$ cat src/rtl/inst_loader.sv
// Boot-time instruction-memory loader: 2-byte big-endian word count N, then N
// big-endian 32-bit words, each written to BASE_ADDR + 4*index.
// Latency: the write strobe follows the 4th byte of a word by one cycle; done follows the last write by one cycle.
// Backpressure: byte_ready is low in IDLE, WRITE, DONE and ERR; the source may stall byte_valid indefinitely.
//
// Ports: clk, rst_n (async active-low); start request; byte_valid/byte_ready/byte_data
// stream input; mem_we/mem_addr/mem_din write port; cpu_hold, done, err, word_count status.
// Optional macro INST_LOADER_CHECKSUM_EN adds a trailing XOR checksum byte (CHK state).
module inst_loader #(
    parameter logic [31:0] BASE_ADDR = 32'h0000_0000,
    parameter int          DEPTH     = 256,
    parameter int          CNT_W     = 16
) (
    input  logic             clk,
    input  logic             rst_n,
    input  logic             start,
    input  logic             byte_valid,
    input  logic [7:0]       byte_data,
    output logic             byte_ready,
    output logic             mem_we,
    output logic [31:0]      mem_addr,
    output logic [31:0]      mem_din,
    output logic             cpu_hold,
    output logic             done,
    output logic             err,
    output logic [CNT_W-1:0] word_count
);

    typedef enum logic [2:0] {
        IDLE  = 3'd0,
        HDR   = 3'd1,
        LOAD  = 3'd2,
        WRITE = 3'd3,
        DONE  = 3'd4,
`ifdef INST_LOADER_CHECKSUM_EN
        CHK   = 3'd6,
`endif
        ERR   = 3'd5
    } state_t;

    localparam logic [16:0] DEPTH_L = 17'(DEPTH);

    state_t           state, state_nx;
    logic [1:0]       idx, idx_nx;
    logic [7:0]       hdr_hi, hdr_hi_nx;
    logic [CNT_W-1:0] n_words, n_words_nx;
    logic [23:0]      word, word_nx;
    logic [CNT_W-1:0] wc_nx, wc_inc;
    logic [31:0]      addr_nx, din_nx;
    logic [15:0]      hdr_val;
    logic             accept;
`ifdef INST_LOADER_CHECKSUM_EN
    logic [7:0]       xsum, xsum_nx;
`endif

    assign accept  = byte_valid && byte_ready;
    assign hdr_val = {hdr_hi, byte_data};
    assign wc_inc  = word_count + CNT_W'(1);

    always_comb begin
        state_nx   = state;
        idx_nx     = idx;
        hdr_hi_nx  = hdr_hi;
        n_words_nx = n_words;
        word_nx    = word;
        wc_nx      = word_count;
        addr_nx    = mem_addr;
        din_nx     = mem_din;
`ifdef INST_LOADER_CHECKSUM_EN
        xsum_nx    = xsum;
`endif
        case (state)
            IDLE, ERR: begin
                if (start) begin
                    state_nx = HDR;
                    idx_nx   = 2'd0;
                    wc_nx    = '0;
`ifdef INST_LOADER_CHECKSUM_EN
                    xsum_nx  = 8'h00;
`endif
                end
            end
            HDR: begin
                if (accept) begin
                    if (idx == 2'd0) begin
                        hdr_hi_nx = byte_data;
                        idx_nx    = 2'd1;
                    end else begin
                        idx_nx     = 2'd0;
                        n_words_nx = CNT_W'(hdr_val);
                        if (hdr_val == 16'd0) begin
`ifdef INST_LOADER_CHECKSUM_EN
                            state_nx = CHK;
`else
                            state_nx = DONE;
`endif
                        end else if ({1'b0, hdr_val} > DEPTH_L) begin
                            state_nx = ERR;
                        end else begin
                            state_nx = LOAD;
                        end
                    end
                end
            end
            LOAD: begin
                if (accept) begin
                    word_nx = {word[15:0], byte_data};
                    idx_nx  = idx + 2'd1;
`ifdef INST_LOADER_CHECKSUM_EN
                    xsum_nx = xsum ^ byte_data;
`endif
                    if (idx == 2'd3) begin
                        // Capture the full word and its address on entry to WRITE
                        // so both are stable for the whole strobe cycle.
                        state_nx = WRITE;
                        din_nx   = {word, byte_data};
                        addr_nx  = BASE_ADDR + (32'(word_count) << 2);
                    end
                end
            end
            WRITE: begin
                wc_nx = wc_inc;
                if (wc_inc == n_words) begin
`ifdef INST_LOADER_CHECKSUM_EN
                    state_nx = CHK;
`else
                    state_nx = DONE;
`endif
                end else begin
                    state_nx = LOAD;
                end
            end
`ifdef INST_LOADER_CHECKSUM_EN
            CHK: begin
                if (accept) begin
                    state_nx = (byte_data == xsum) ? DONE : ERR;
                end
            end
`endif
            DONE: begin
                state_nx = IDLE;
            end
            default: begin
                state_nx = IDLE;
            end
        endcase
    end

    // All outputs are registered and decoded from the next state, so each
    // output changes on the same edge as the state it belongs to.
    always_ff @(posedge clk or negedge rst_n) begin
        if (!rst_n) begin
            state      <= IDLE;
            idx        <= 2'd0;
            hdr_hi     <= 8'h00;
            n_words    <= '0;
            word       <= 24'h0;
            word_count <= '0;
            mem_addr   <= 32'h0;
            mem_din    <= 32'h0;
            byte_ready <= 1'b0;
            mem_we     <= 1'b0;
            cpu_hold   <= 1'b0;
            done       <= 1'b0;
            err        <= 1'b0;
`ifdef INST_LOADER_CHECKSUM_EN
            xsum       <= 8'h00;
`endif
        end else begin
            state      <= state_nx;
            idx        <= idx_nx;
            hdr_hi     <= hdr_hi_nx;
            n_words    <= n_words_nx;
            word       <= word_nx;
            word_count <= wc_nx;
            mem_addr   <= addr_nx;
            mem_din    <= din_nx;
`ifdef INST_LOADER_CHECKSUM_EN
            xsum       <= xsum_nx;
            byte_ready <= (state_nx == HDR) || (state_nx == LOAD) || (state_nx == CHK);
`else
            byte_ready <= (state_nx == HDR) || (state_nx == LOAD);
`endif
            mem_we     <= (state_nx == WRITE);
            cpu_hold   <= (state_nx != IDLE);
            done       <= (state_nx == DONE);
            err        <= (state_nx == ERR);
        end
    end

endmodule

$ cat config.mk
export PLATFORM = sky130hd
export DESIGN_NAME = inst_loader
export DESIGN_NICKNAME = d
export VERILOG_FILES = /design/src/rtl/inst_loader.sv
export SDC_FILE = /design/constraint.sdc
export NUM_CORES = 1
export LEC_CHECK = 0
export CORE_ASPECT_RATIO = 1.1
export CORE_MARGIN = 1
export CORE_UTILIZATION = 49
export DETAILED_ROUTE_END_ITERATION = 8
export GPL_TIMING_DRIVEN = 1
export HOLD_SLACK_MARGIN = 0.02
export PLACE_DENSITY = 0.75
export RECOVER_POWER = 25
export SYNTH_ARGS = -nofsm -noshare
export SYNTH_HDL_FRONTEND = slang
export SYNTH_SLANG_ARGS = --single-unit
$ cat constraint.sdc
create_clock -name clk -period 2.5 [get_ports clk]
set_input_delay 0.375 -clock clk [delete_from_list [all_inputs] [get_ports clk]]
set_output_delay 0.375 -clock clk [all_outputs]
set_load 0.05 [all_outputs]
==> run metrics <==
status complete, no violations; DRT antenna net count 0; maximum root-to-sink buffer count 2; # port buffers 80; Synth Area in Adders 0.6795%; CTS clk-pin slew, worst paths 0.05 ns; Post-synth EDFFs 0; clock skew 0.005879 ns; post-DR vias/cell approximately 5.3; core outline area about 11,000 um2; Synth Register Bits about 120; Crit Path Class flop to flop; Cell Pwr Density 1425 nW/um2; crit-path max FO 8; wire length per cell 16.23 um; commonest non-fill, non-tap cells in the layout dfrtp_1 (120), mux2_2 (86), clkdlybuf4s50_1 (79), o21ai_0 (29), nand2_1 (26); critical path capture point type flop; Final min period approximately 2.3 ns; synth unique cells 54; largest net degree at the start of global routing 49; startpoint types flop; largest family of logic cells by synthesized area multiplexers; Worst Max-Slew Pin Slew approximately 1.2 ns; post-DP HPWL approximately 7.8 mm; YS warnings 0; final hold vios 0; Fin Setup TNS 0 ns; vias in the first global route between 3k and 4k; Post-Synth Simple-Gate Area 8.856%; first-pass GRT wire length around 19 mm; Root Driver clkbuf_16; die width between 100 and 150 um; fill count approximately 820; Mean Syn Cell Area approximately 12 um2; Die Span Y between 100 and 150 um; GRT Residual Overflow 0; TritonCTS buffer count 17; CTS tree yes; DRC 0; Main synth FF type dfrtp_1; die area approximately 12,000 um2; I/O pins slightly below 100; # Max-Cap Violations 0; slowest CP cell dfrtp_1; Initial DRT Pass Iterations 4; Peak Freq roughly 440 MHz; crit path DAT ~2.6 ns; xor and xnor area share after synthesis 3.805%; Worst Path Required 2.78 ns; hold crit path type flop to flop; CP peak stage delay approximately 0.5 ns; site row count 40; Final #Nets approximately 560; postcts setup bufs 0; initial DRC count 162; LEAKAGE 3.177 nW; area grow syn2layout 28.47%; number of H-tree levels 4; Slew Limit Headroom ~22%; Worst-Skew Late Latency 0.41 ns; Post-Synthesis Cells roughly 450; commonest non-fill, non-tap cell in the layout dfrtp_1; initial antenna violation count 0; Setup violations, final 0; gr usage total roughly 22%; share of cells above drive strength 1 28.21%; diodes inserted 0; Cells after DPL approximately 670; clk sinks around 120; via count 3,743; final wirelength 11.36 mm; asr flop ratio synth 100.0%; IR drop worst, VDD about 1000 uV; Cell Area, Synth around 5500 um2; initial core utilization around 50%; RSZ-0062 raised after global routing no; Seq/Total Area, Yosys ~55%; Tcrit/Tclk final 90.58%; mux contribution to synthesized area 19.34%; Critical Path, Cell by Cell ha_1, nand3_2, nor4_4, a31oi_1, nor4_2, and2_1, o21ai_1; Synth Area in Compound Gates under 10%; gp weighted congestion 0.8137; fin. max-slew vios 0; Non-Filler Instances 700
## metal layers
metal  wire length (um)  GRT usage, %
met5                  0             0
met4                189         7.887
met3                747         7.227
met2               5503         34.49
met1               4919         27.18
## logic make-up after synthesis
| family | count (synthesis) |
|---|---|
| xor gates and xnor gates | 24 |
| adders and majority gates | 3 |
| DFF | 122 |
| other | 1 |
| buffers and inverters | 49 |
| and+or+nand+nor | 87 |
| muxes | 95 |
| AOI/OAI and AO/OA | 64 |
## path summary, 6_finish.rpt
kind,start,endpoint,slack (ns),depth (start not counted)
max,word_count[0]$_DFFE_PN0P_,byte_ready$_DFF_PN0_,0.24,7
min,mem_din[30]$_DFFE_PN0P_,mem_din[30]$_DFFE_PN0P_,0.48,1
max reg2reg,word_count[0]$_DFFE_PN0P_,byte_ready$_DFF_PN0_,0.24,7
min reg2reg,mem_din[30]$_DFFE_PN0P_,mem_din[30]$_DFFE_PN0P_,0.48,1
max in group asynchronous,rst_n,word[7]$_DFFE_PN0P_,0.52,3
min in group asynchronous,rst_n,word_count[5]$_DFFE_PN0P_,0.74,2
## synth_stat cells (all sizes together), types with 2 or more instances
cell type / n / area, um2
a21oi: 10 / 50.05
nand2: 27 / 103.9
clkbuf: 9 / 37.54
and3: 5 / 32.53
nand4: 6 / 43.79
xnor2: 14 / 122.6
a311oi: 2 / 17.52
nand3: 5 / 30.03
a31oi: 6 / 37.54
o21ai: 31 / 155.1
mux2: 94 / 1059
nor2: 24 / 90.09
xor2: 10 / 87.58
nor3: 6 / 35.03
buf: 31 / 205.2
ha: 3 / 37.54
nand3b: 2 / 27.53
nor4: 7 / 77.58
inv: 9 / 33.78
dfrtp: 122 / 3053
o41ai: 3 / 26.28
o31ai: 2 / 15.01
## critical path, delay by kind of cell (launching register included)
family / cells / cell delay (ns)
simple gates: 4 / 1.10
flops: 1 / 0.50
compound gates: 2 / 0.22
fa+ha+maj: 1 / 0.32
## sequential cells by signal, indices dropped and copies added (netlist names), 2 cells and up
| name | cells |
|---|---|
| idx | 2 |
| mem_addr | 16 |
| state | 3 |
| n_words | 16 |
| word | 24 |
| hdr_hi | 8 |
| mem_din | 32 |
| word_count | 16 |
## stage by stage
stage | power (mW) | setup WS [ns] | instance area [um2] | hold slack [ns] | utilization [%]
2_1_floorplan | 6.289 | 0.1043 | 5580 | 0.07941 | -
3_3_place_gp | 7.579 | 0.04389 | 6495 | 0.4358 | 59.26
3_5_place_dp | 7.689 | -0.01482 | 6495 | 0.4411 | 59.26
4_1_cts | 10.18 | 0.1109 | 7101 | 0.4861 | 64.78
5_1_grt | 10.61 | 0.006885 | 7097 | 0.5027 | 64.75
6_report | 10.12 | 0.2354 | 7097 | 0.4806 | 64.75
## where the power goes
| group | internal (mW) | leakage, nW | switching, mW | total (mW) |
|---|---|---|---|---|
| Combinational | 1.67 | 1.37 | 2.72 | 4.39 |
| Clock | 1.58 | 0.282 | 0.864 | 2.45 |
| Sequential | 2.68 | 1.53 | 0.591 | 3.27 |
| Total | 5.94 | 3.18 | 4.18 | 10.1 |
## layout make-up
class                      instances  area, um2  area share, %
tap                              147      183.9          2.592
sequential                       122       3055          43.05
clock buffer                      20      446.7          6.294
inverter                           9      33.78         0.4760
clock inverter                    12      148.9          2.098
timing repair buffer             101      955.9          13.47
multi-input combinational        289       2272          32.02
## what timing repair did
action                                  4_1_cts  5_1_grt
resized for setup                             0        6
endpoints found under the hold margin         4        0
hold buffers                                  1        0
endpoints found under the setup margin        0        5
Power figures use the tool's default switching activity.
